**src/rtl/op_sequencer.sv**
```systemverilog
// rtl/op_sequencer.sv - command FIFO and operation-bus sequencer for the 4-bank matrix controller
module op_sequencer #(
  parameter int DEPTH      = 4,
  parameter int MM_CYCLES  = 160,
  parameter int PAGE_WORDS = 64
) (
  input  logic        clk,
  input  logic        reset,
  input  logic        enable,
  input  logic [31:0] cmd_op,
  input  logic        cmd_valid,
  output logic        cmd_ready,
  input  logic [31:0] wr_data,
  input  logic        wr_valid,
  output logic        wr_ready,
  output logic [31:0] rd_data,
  output logic        rd_valid,
  output logic [31:0] operation,
  output logic [31:0] ctl_in_data,
  input  logic [31:0] ctl_out_data,
  output logic        busy,
  output logic        done,
  output logic        err
);

  localparam int AW   = $clog2(DEPTH);
  localparam int CMAX = (MM_CYCLES > PAGE_WORDS) ? MM_CYCLES : PAGE_WORDS;
  localparam int CW   = $clog2(CMAX);
  localparam logic [CW-1:0] MM_LAST = CW'(MM_CYCLES - 1);
  localparam logic [CW-1:0] PG_LAST = CW'(PAGE_WORDS - 1);
  localparam logic [AW:0]   FULL_CNT = (AW+1)'(DEPTH);

  typedef enum logic [2:0] {
    S_IDLE,
    S_MATMUL,
    S_WRITE,
    S_READ,
    S_GAP
  } state_t;

  state_t        state_q;
  logic [31:0]   cur_op_q;
  logic [CW-1:0] cnt_q;
  logic          done_q;
  logic          err_q;
  logic [31:0]   rd_data_q;
  logic          rd_valid_q;

  logic [31:0]   mem_q [DEPTH];
  logic [AW-1:0] wr_ptr_q;
  logic [AW-1:0] rd_ptr_q;
  logic [AW:0]   count_q;

  logic          fifo_full;
  logic          fifo_empty;
  logic          push;
  logic          pop;
  logic          wr_beat;
  logic [31:0]   head;

  assign fifo_full  = (count_q == FULL_CNT);
  assign fifo_empty = (count_q == '0);
  assign push       = enable && cmd_valid && !fifo_full;
  assign pop        = enable && (state_q == S_IDLE) && !fifo_empty;
  assign head       = mem_q[rd_ptr_q];

  assign cmd_ready  = enable && !fifo_full;
  assign wr_ready   = enable && (state_q == S_WRITE);
  assign wr_beat    = wr_ready && wr_valid;
  assign busy       = !fifo_empty || (state_q != S_IDLE);
  assign done       = done_q;
  assign err        = err_q;
  assign rd_data    = rd_data_q;
  assign rd_valid   = rd_valid_q;

  // Write beats reach the controller only when accepted, so a stall shows an idle bus.
  always_comb begin
    operation   = '0;
    ctl_in_data = '0;
    case (state_q)
      S_MATMUL, S_READ: operation = cur_op_q;
      S_WRITE: begin
        if (wr_beat) begin
          operation   = cur_op_q;
          ctl_in_data = wr_data;
        end
      end
      default: operation = '0;
    endcase
  end

  always_ff @(posedge clk) begin
    if (push) begin
      mem_q[wr_ptr_q] <= cmd_op;
    end
  end

  always_ff @(posedge clk or negedge reset) begin
    if (!reset) begin
      wr_ptr_q <= '0;
      rd_ptr_q <= '0;
      count_q  <= '0;
    end else begin
      if (push) wr_ptr_q <= wr_ptr_q + AW'(1);
      if (pop)  rd_ptr_q <= rd_ptr_q + AW'(1);
      case ({push, pop})
        2'b10:   count_q <= count_q + (AW+1)'(1);
        2'b01:   count_q <= count_q - (AW+1)'(1);
        default: count_q <= count_q;
      endcase
    end
  end

  always_ff @(posedge clk or negedge reset) begin
    if (!reset) begin
      state_q    <= S_IDLE;
      cur_op_q   <= '0;
      cnt_q      <= '0;
      done_q     <= 1'b0;
      err_q      <= 1'b0;
      rd_data_q  <= '0;
      rd_valid_q <= 1'b0;
    end else if (enable) begin
      done_q     <= 1'b0;
      err_q      <= 1'b0;
      rd_valid_q <= 1'b0;
      case (state_q)
        S_IDLE: begin
          if (!fifo_empty) begin
            cur_op_q <= head;
            cnt_q    <= '0;
            case (head[3:0])
              4'd0:    state_q <= S_IDLE;
              4'd1:    state_q <= S_MATMUL;
              4'd2:    state_q <= S_WRITE;
              4'd3:    state_q <= S_READ;
              default: err_q   <= 1'b1;
            endcase
          end
        end
        S_MATMUL: begin
          if (cnt_q == MM_LAST) begin
            state_q <= S_GAP;
            done_q  <= 1'b1;
          end else begin
            cnt_q <= cnt_q + CW'(1);
          end
        end
        S_WRITE: begin
          if (wr_valid) begin
            if (cnt_q == PG_LAST) begin
              state_q <= S_GAP;
              done_q  <= 1'b1;
            end else begin
              cnt_q <= cnt_q + CW'(1);
            end
          end
        end
        S_READ: begin
          rd_data_q  <= ctl_out_data;
          rd_valid_q <= 1'b1;
          if (cnt_q == PG_LAST) begin
            state_q <= S_GAP;
            done_q  <= 1'b1;
          end else begin
            cnt_q <= cnt_q + CW'(1);
          end
        end
        S_GAP:   state_q <= S_IDLE;
        default: state_q <= S_IDLE;
      endcase
    end
  end

endmodule

```
**config.mk**
```make
export PLATFORM = sky130hd
export DESIGN_NAME = op_sequencer
export DESIGN_NICKNAME = d
export VERILOG_FILES = /design/src/rtl/op_sequencer.sv
export SDC_FILE = /design/constraint.sdc
export NUM_CORES = 1
export LEC_CHECK = 0
export CAP_MARGIN = 20
export CORE_MARGIN = 10
export CORE_UTILIZATION = 50
export DETAILED_ROUTE_END_ITERATION = 10
export PLACE_DENSITY = 0.86
export SLEW_MARGIN = 20
export SYNTH_ARGS = -nofsm -noshare
export SYNTH_HDL_FRONTEND = slang
export SYNTH_SLANG_ARGS = --single-unit
```
**constraint.sdc**
```tcl
create_clock -name clk -period 7 [get_ports clk]
set_clock_uncertainty 0.05 [all_clocks]
set_input_delay 1.4 -clock clk [delete_from_list [all_inputs] [get_ports clk]]
set_output_delay 1.4 -clock clk [all_outputs]
set_load 0.02 [all_outputs]
```
Word level (Yosys, flattened, before mapping) --
Memory sizes are Yosys's and may differ from the RTL's. Index checks and enable logic that the tools add are counted.
Storage, ports and cells: output and inout bits 102, register bits after elaboration 85, memories kept 1, bits of input ports 101, bits in writable memories 128, logic and storage cells 81
Cells by class: bitwise gates (word level) 1, reductions and logical operators 22, $add $sub $neg 5, multiplexer cells 26, equal/unequal tests 16
Memory list:
- mem_q | depth 4, bits a word 32, rd ports 1, clocked after memory_dff 0, write ports 1, RTL line 49 | logic [31:0] mem_q [DEPTH];
Operators with widths (count):
- $mux W32 | 3
- $pmux W32 S2 | 1
- $mux W8 | 4
- $pmux W8 S4 | 1
- $pmux W3 S4 | 2
- $mux W3 | 4
- $reduce_and A5 Y1 | 2
- $mux W1 | 9
- $add A8 B1 Y8 const B | 1
- $eq A4 B2 Y1 const B | 2
- $eq A8 B6 Y1 const B | 1
- $eq A8 B8 Y1 const B | 1
- $ne A2 B2 Y1 const B | 4
- $logic_and A1 B1 Y1 | 7
- $eq A3 B2 Y1 const B | 2
- $logic_not A3 Y1 | 2
- $pmux W3 S2 | 1
- $ne A5 B1 Y1 const B | 1
- $add A2 B1 Y2 const B | 2
- $eq A4 B1 Y1 const B | 1
- $logic_not A4 Y1 | 1
- $reduce_bool A4 Y1 | 1
- $reduce_or A4 Y1 | 1
- $add A3 B1 Y3 const B | 1
- other kinds (14) | 15

Depth between registers and ports, before layout --
An unclocked memory read counts as a cell.
depth in word-level cells 6, gate-level depth with buffers 11, gate-level depth less buffers 10

Worst setup path after synthesis --
Ideal clock, no wire load.
path kind in2out, from in enable, to out operation[0], path buffers 1, data arrival time 2437 ps, path slack 3113 ps, stages on the path 5, cells stage by stage and4bb_2 nand2_1 a21oi_1 clkbuf_1 and2_1
On the way: cells in the longest elaborated chain, start to end 4
RTL lines:
- start, declared | RTL line 9 | input logic enable,
- $logic_and A1 B1 Y1 | RTL line 68 | assign wr_ready = enable && (state_q == S_WRITE);
- $logic_and A1 B1 Y1 | RTL line 69 | assign wr_beat = wr_ready && wr_valid;
- $mux W32 | RTL line 83 | if (wr_beat) begin
- $pmux W32 S2 | RTL line 80 | case (state_q)
- end, declared | RTL line 18 | output logic [31:0] operation,
Every way passes these cells.

Worst setup path after layout --
from in enable, to out operation[23]
The elaborated chain is that of the path after synthesis.

==> results by group <==
Clock network
  • TritonCTS buffer count: 22
  • Resized cells post-CTS: 0
  • CTS tree: done
  • Skew-Pair Late Insertion Delay: 520 ps
  • Hold_buf cts: 0
  • Root Buffer: clkbuf_16
  • Clk sinks: between 200 and 250
  • Clock slew at reported path FFs: 60 ps
  • Max clock buf depth: 3
  • Htree depth: 1
  • Postcts setup bufs: 0

Global routing
  • Total Routing Usage GR: 16.9%
  • Initial antenna violation count: 2
  • Vias in the first global route: 5657
  • Largest net degree at the start of global routing: 86
  • GR Overflow Total: 0
  • First-pass GRT wire length: between 30 and 40 mm

Final layout
  • Layout area overhead: 33.3%
  • Final net count: 818
  • Proportion of layout cells with a drive suffix above 1: 20.0%
  • Final Non-Filler Cells: 953
  • Util after Layout: 67.6%

STA
  • Final period util: approximately 79%
  • Max transition margin: 36.2%
  • Fmax: ~180 MHz
  • Setup_tns: 0 ps
  • Min Clock Period, post-route: 5520 ps
  • Setup Viol. Count Final: 0
  • Max-slew violations: 0
  • Worst Hold Slack: 449 ps
  • Final hold vios: 0
  • Worst-Margin Slew: 955 ps
  • RSZ-0062 raised after global routing: no

Floorplan
  • Io pins: 203
  • # rows: 48
  • Starting Density: 50.7%
  • Die Wd: 152 um
  • DIE AREA: around 23000 um^2
  • Vert. Die Dim: 152 um
  • Area of the core: between 15000 and 20000 um^2

Run status
  • Status: completed

Worst setup path
  • Worst Path Max Fanout: 34
  • Worst path max stage delay: 610 ps
  • Worst reg2reg setup slack: 3730 ps
  • Crit path kind: input pin to primary output
  • Critical path's most frequent cell: clkdlybuf4s50_1
  • Critical Path Start Type: input pin
  • Critical path arrival: roughly 4000 ps
  • Required time worst endpoint: between 5000 and 6000 ps
  • Critical Path Sink Type: primary output
  • Crit path to: operation[23]
  • Crit path launch: enable
  • FF-to-FF End: count_q[2]$_DFFE_PN0P_
  • Reg-to-Reg Start: state_q[2]$_DFFE_PN0P_
  • Reg2reg path depth: 9
  • CP max-delay cell: and4bb_2
  • Critical Path, Cell by Cell: clkdlybuf4s50_1 > and4bb_2 > nand2_1 > a21oi_2 > buf_4 > and2_1 > clkdlybuf4s50_1

Logic synthesis
  • Combinational family with the most area after synthesis: multiplexers
  • Top post-synthesis cells by count: 128 x edfxtp_1, 85 x dfrtp_1, 65 x mux2_2
  • Adder-cell area share of the yosys netlist: 1.09%
  • Synth area leader: edfxtp_1
  • Post-Syn Instances: 509
  • Warnings from Yosys: 0
  • Compound-cell area share of the yosys netlist: 1.72%
  • Post-synth EDFFs: about 130
  • Most common cell in the netlist: edfxtp_1
  • Ys async rst share: 39.9%
  • Xor and xnor area share after synthesis: less than 1%
  • Multiplexer share of the synthesized area: about 17%
  • Distinct cells, synth: 46
  • Register area share after synthesis: ~70%
  • Leading post-synthesis cells by cell area: edfxtp_1 44%, dfrtp_1 24%, mux2_2 8.4%
  • Register bit count reported by yosys: 213
  • Ys flop type: edfxtp_1
  • Simple-Gate Fraction of Synth Area: 8.34%
  • Yosys top cell area share: 44.1%
  • Synthesized area: about 8700 um^2
  • Syn Nets: between 600 and 700
  • Avg Synthesized Cell Area: 17.1 um^2

Drt
  • Iter 0 DRT Violations: between 300 and 400
  • DRT Pass-1 Iters: 4
  • WL/cell: 21.1 um
  • Remaining DRCs: 0
  • Routed wire length: 20.1 mm
  • Remaining antenna violation count after routing: 0
  • DR vias: between 5000 and 6000
  • Vias per cell: 5.41

Power
  • Leak Pwr: 4.61 nW
  • VDD IR max: 0.225 mV
  • PD cells: between 200 and 250 nW/um^2

Hold path
  • HP Class: flop to flop

Placed design
  • Global placer's final weighted congestion: roughly 0.83
  • PortBufs: 202
  • Dpl cells: 911
  • Post-detail-place hpwl: 13.5 mm

Job
  • Max-cap check violation count: 0
flip-flops by register name, summed over array words and instances (netlist names):
signal    cells
done          1
count_q       3
err           1
rd_valid      1
wr_ptr_q      2
rd_ptr_q      2
rd_data      32
mem_q       128
cnt_q         8
state_q       3
cur_op_q     32
through the flow:
| step | instance area [um^2] | setup slack [ps] | power (mW) |
|---|---|---|---|
| 6_report | 11600 | 1480 | 2.85 |
| 5_1_grt | 11600 | 1220 | 2.97 |
| 4_1_cts | 11600 | 1490 | 2.88 |
| 3_5_place_dp | 10900 | 1500 | 1.77 |
| 3_3_place_gp | 10900 | 1640 | 1.75 |
| 2_1_floorplan | 8720 | 3110 | 1.64 |
worst min-delay path by stage:
| stage | from | to | slack, ps | cells past startpoint |
|---|---|---|---|---|
| floorplan | count_q[2]$_DFFE_PN0P_ | count_q[2]$_DFFE_PN0P_ | 410 | 1 |
| global placement | count_q[2]$_DFFE_PN0P_ | count_q[2]$_DFFE_PN0P_ | 420 | 1 |
| detailed placement | cur_op_q[1]$_DFFE_PN0P_ | cur_op_q[1]$_DFFE_PN0P_ | 440 | 1 |
| CTS | count_q[2]$_DFFE_PN0P_ | count_q[2]$_DFFE_PN0P_ | 450 | 1 |
| global route | rd_data[1]$_DFFE_PN0P_ | rd_data[1]$_DFFE_PN0P_ | 470 | 1 |
| finish | count_q[2]$_DFFE_PN0P_ | count_q[2]$_DFFE_PN0P_ | 450 | 1 |
placed cells by master, fill, tap and decap left out, types with 2 or more instances in the layout:
cell type / n
clkdlybuf4s50_1: 201
mux2_2: 65
clkbuf_16: 22
xnor2_1: 4
dfrtp_1: 83
or3_1: 2
nand2_1: 8
a21oi_1: 2
ha_1: 6
and3_1: 33
buf_4: 3
and2_1: 33
diode_2: 2
or4_1: 4
o31ai_1: 5
mux2i_1: 5
nand3_1: 6
clkinv_2: 4
nor4b_1: 2
nor3_1: 2
edfxtp_1: 128
inv_1: 13
and3_2: 5
clkbuf_8: 2
o21ai_0: 6
o2bb2ai_1: 2
dfrtp_2: 2
mux2_1: 2
nor2_1: 5
clkbuf_1: 9
mux4_2: 32
nand2b_1: 6
xor2_1: 2
power by group:
part	internal, mW	switching (mW)
logic	0.117	0.130
registers	1.45	0.0478
clock network	0.646	0.458
worst max-delay path, delay by kind of cell:
| kind | cells | cell delay (ps) |
|---|---|---|
| buffers and inverters | 3 | 1500 |
| AO/OA/AOI/OAI | 1 | 210 |
| AND/OR/NAND/NOR | 3 | 940 |
per-layer routing:
layer	GRT usage (%)	vias up	share of wire (%)
met2	29.3	204	52
met1	20.6	2588	39
li1	-	2332	-
met4	4.49	0	2.1
met5	0	-	0
met3	4.37	33	6.9
kinds of logic (layout without fill, tap and decap cells):
kind of cell             count (synthesis)  in the layout
buffers and inverters                   42            259
flip-flops                             213            213
XOR/XNOR                                 6              6
AND/OR/NAND/NOR                        115            115
other                                    0              2
multiplexers                           104            104
AO/OA/AOI/OAI                           22             22
adder cells (fa/ha/maj)                  7              7
final cells by class:
class / count / area [um^2]
Clock buffer: 33 / 612
Clock inverter: 7 / 83.8
Timing Repair Buffer: 205 / 2050
Inverter: 14 / 52.6
Antenna cell: 2 / 5.00
Multi-Input combinational cell: 254 / 2560
Tap cell: 225 / 282
Fill cell: 1179 / 5560
Sequential cell: 213 / 5970
(Power assumes the default switching activity.)
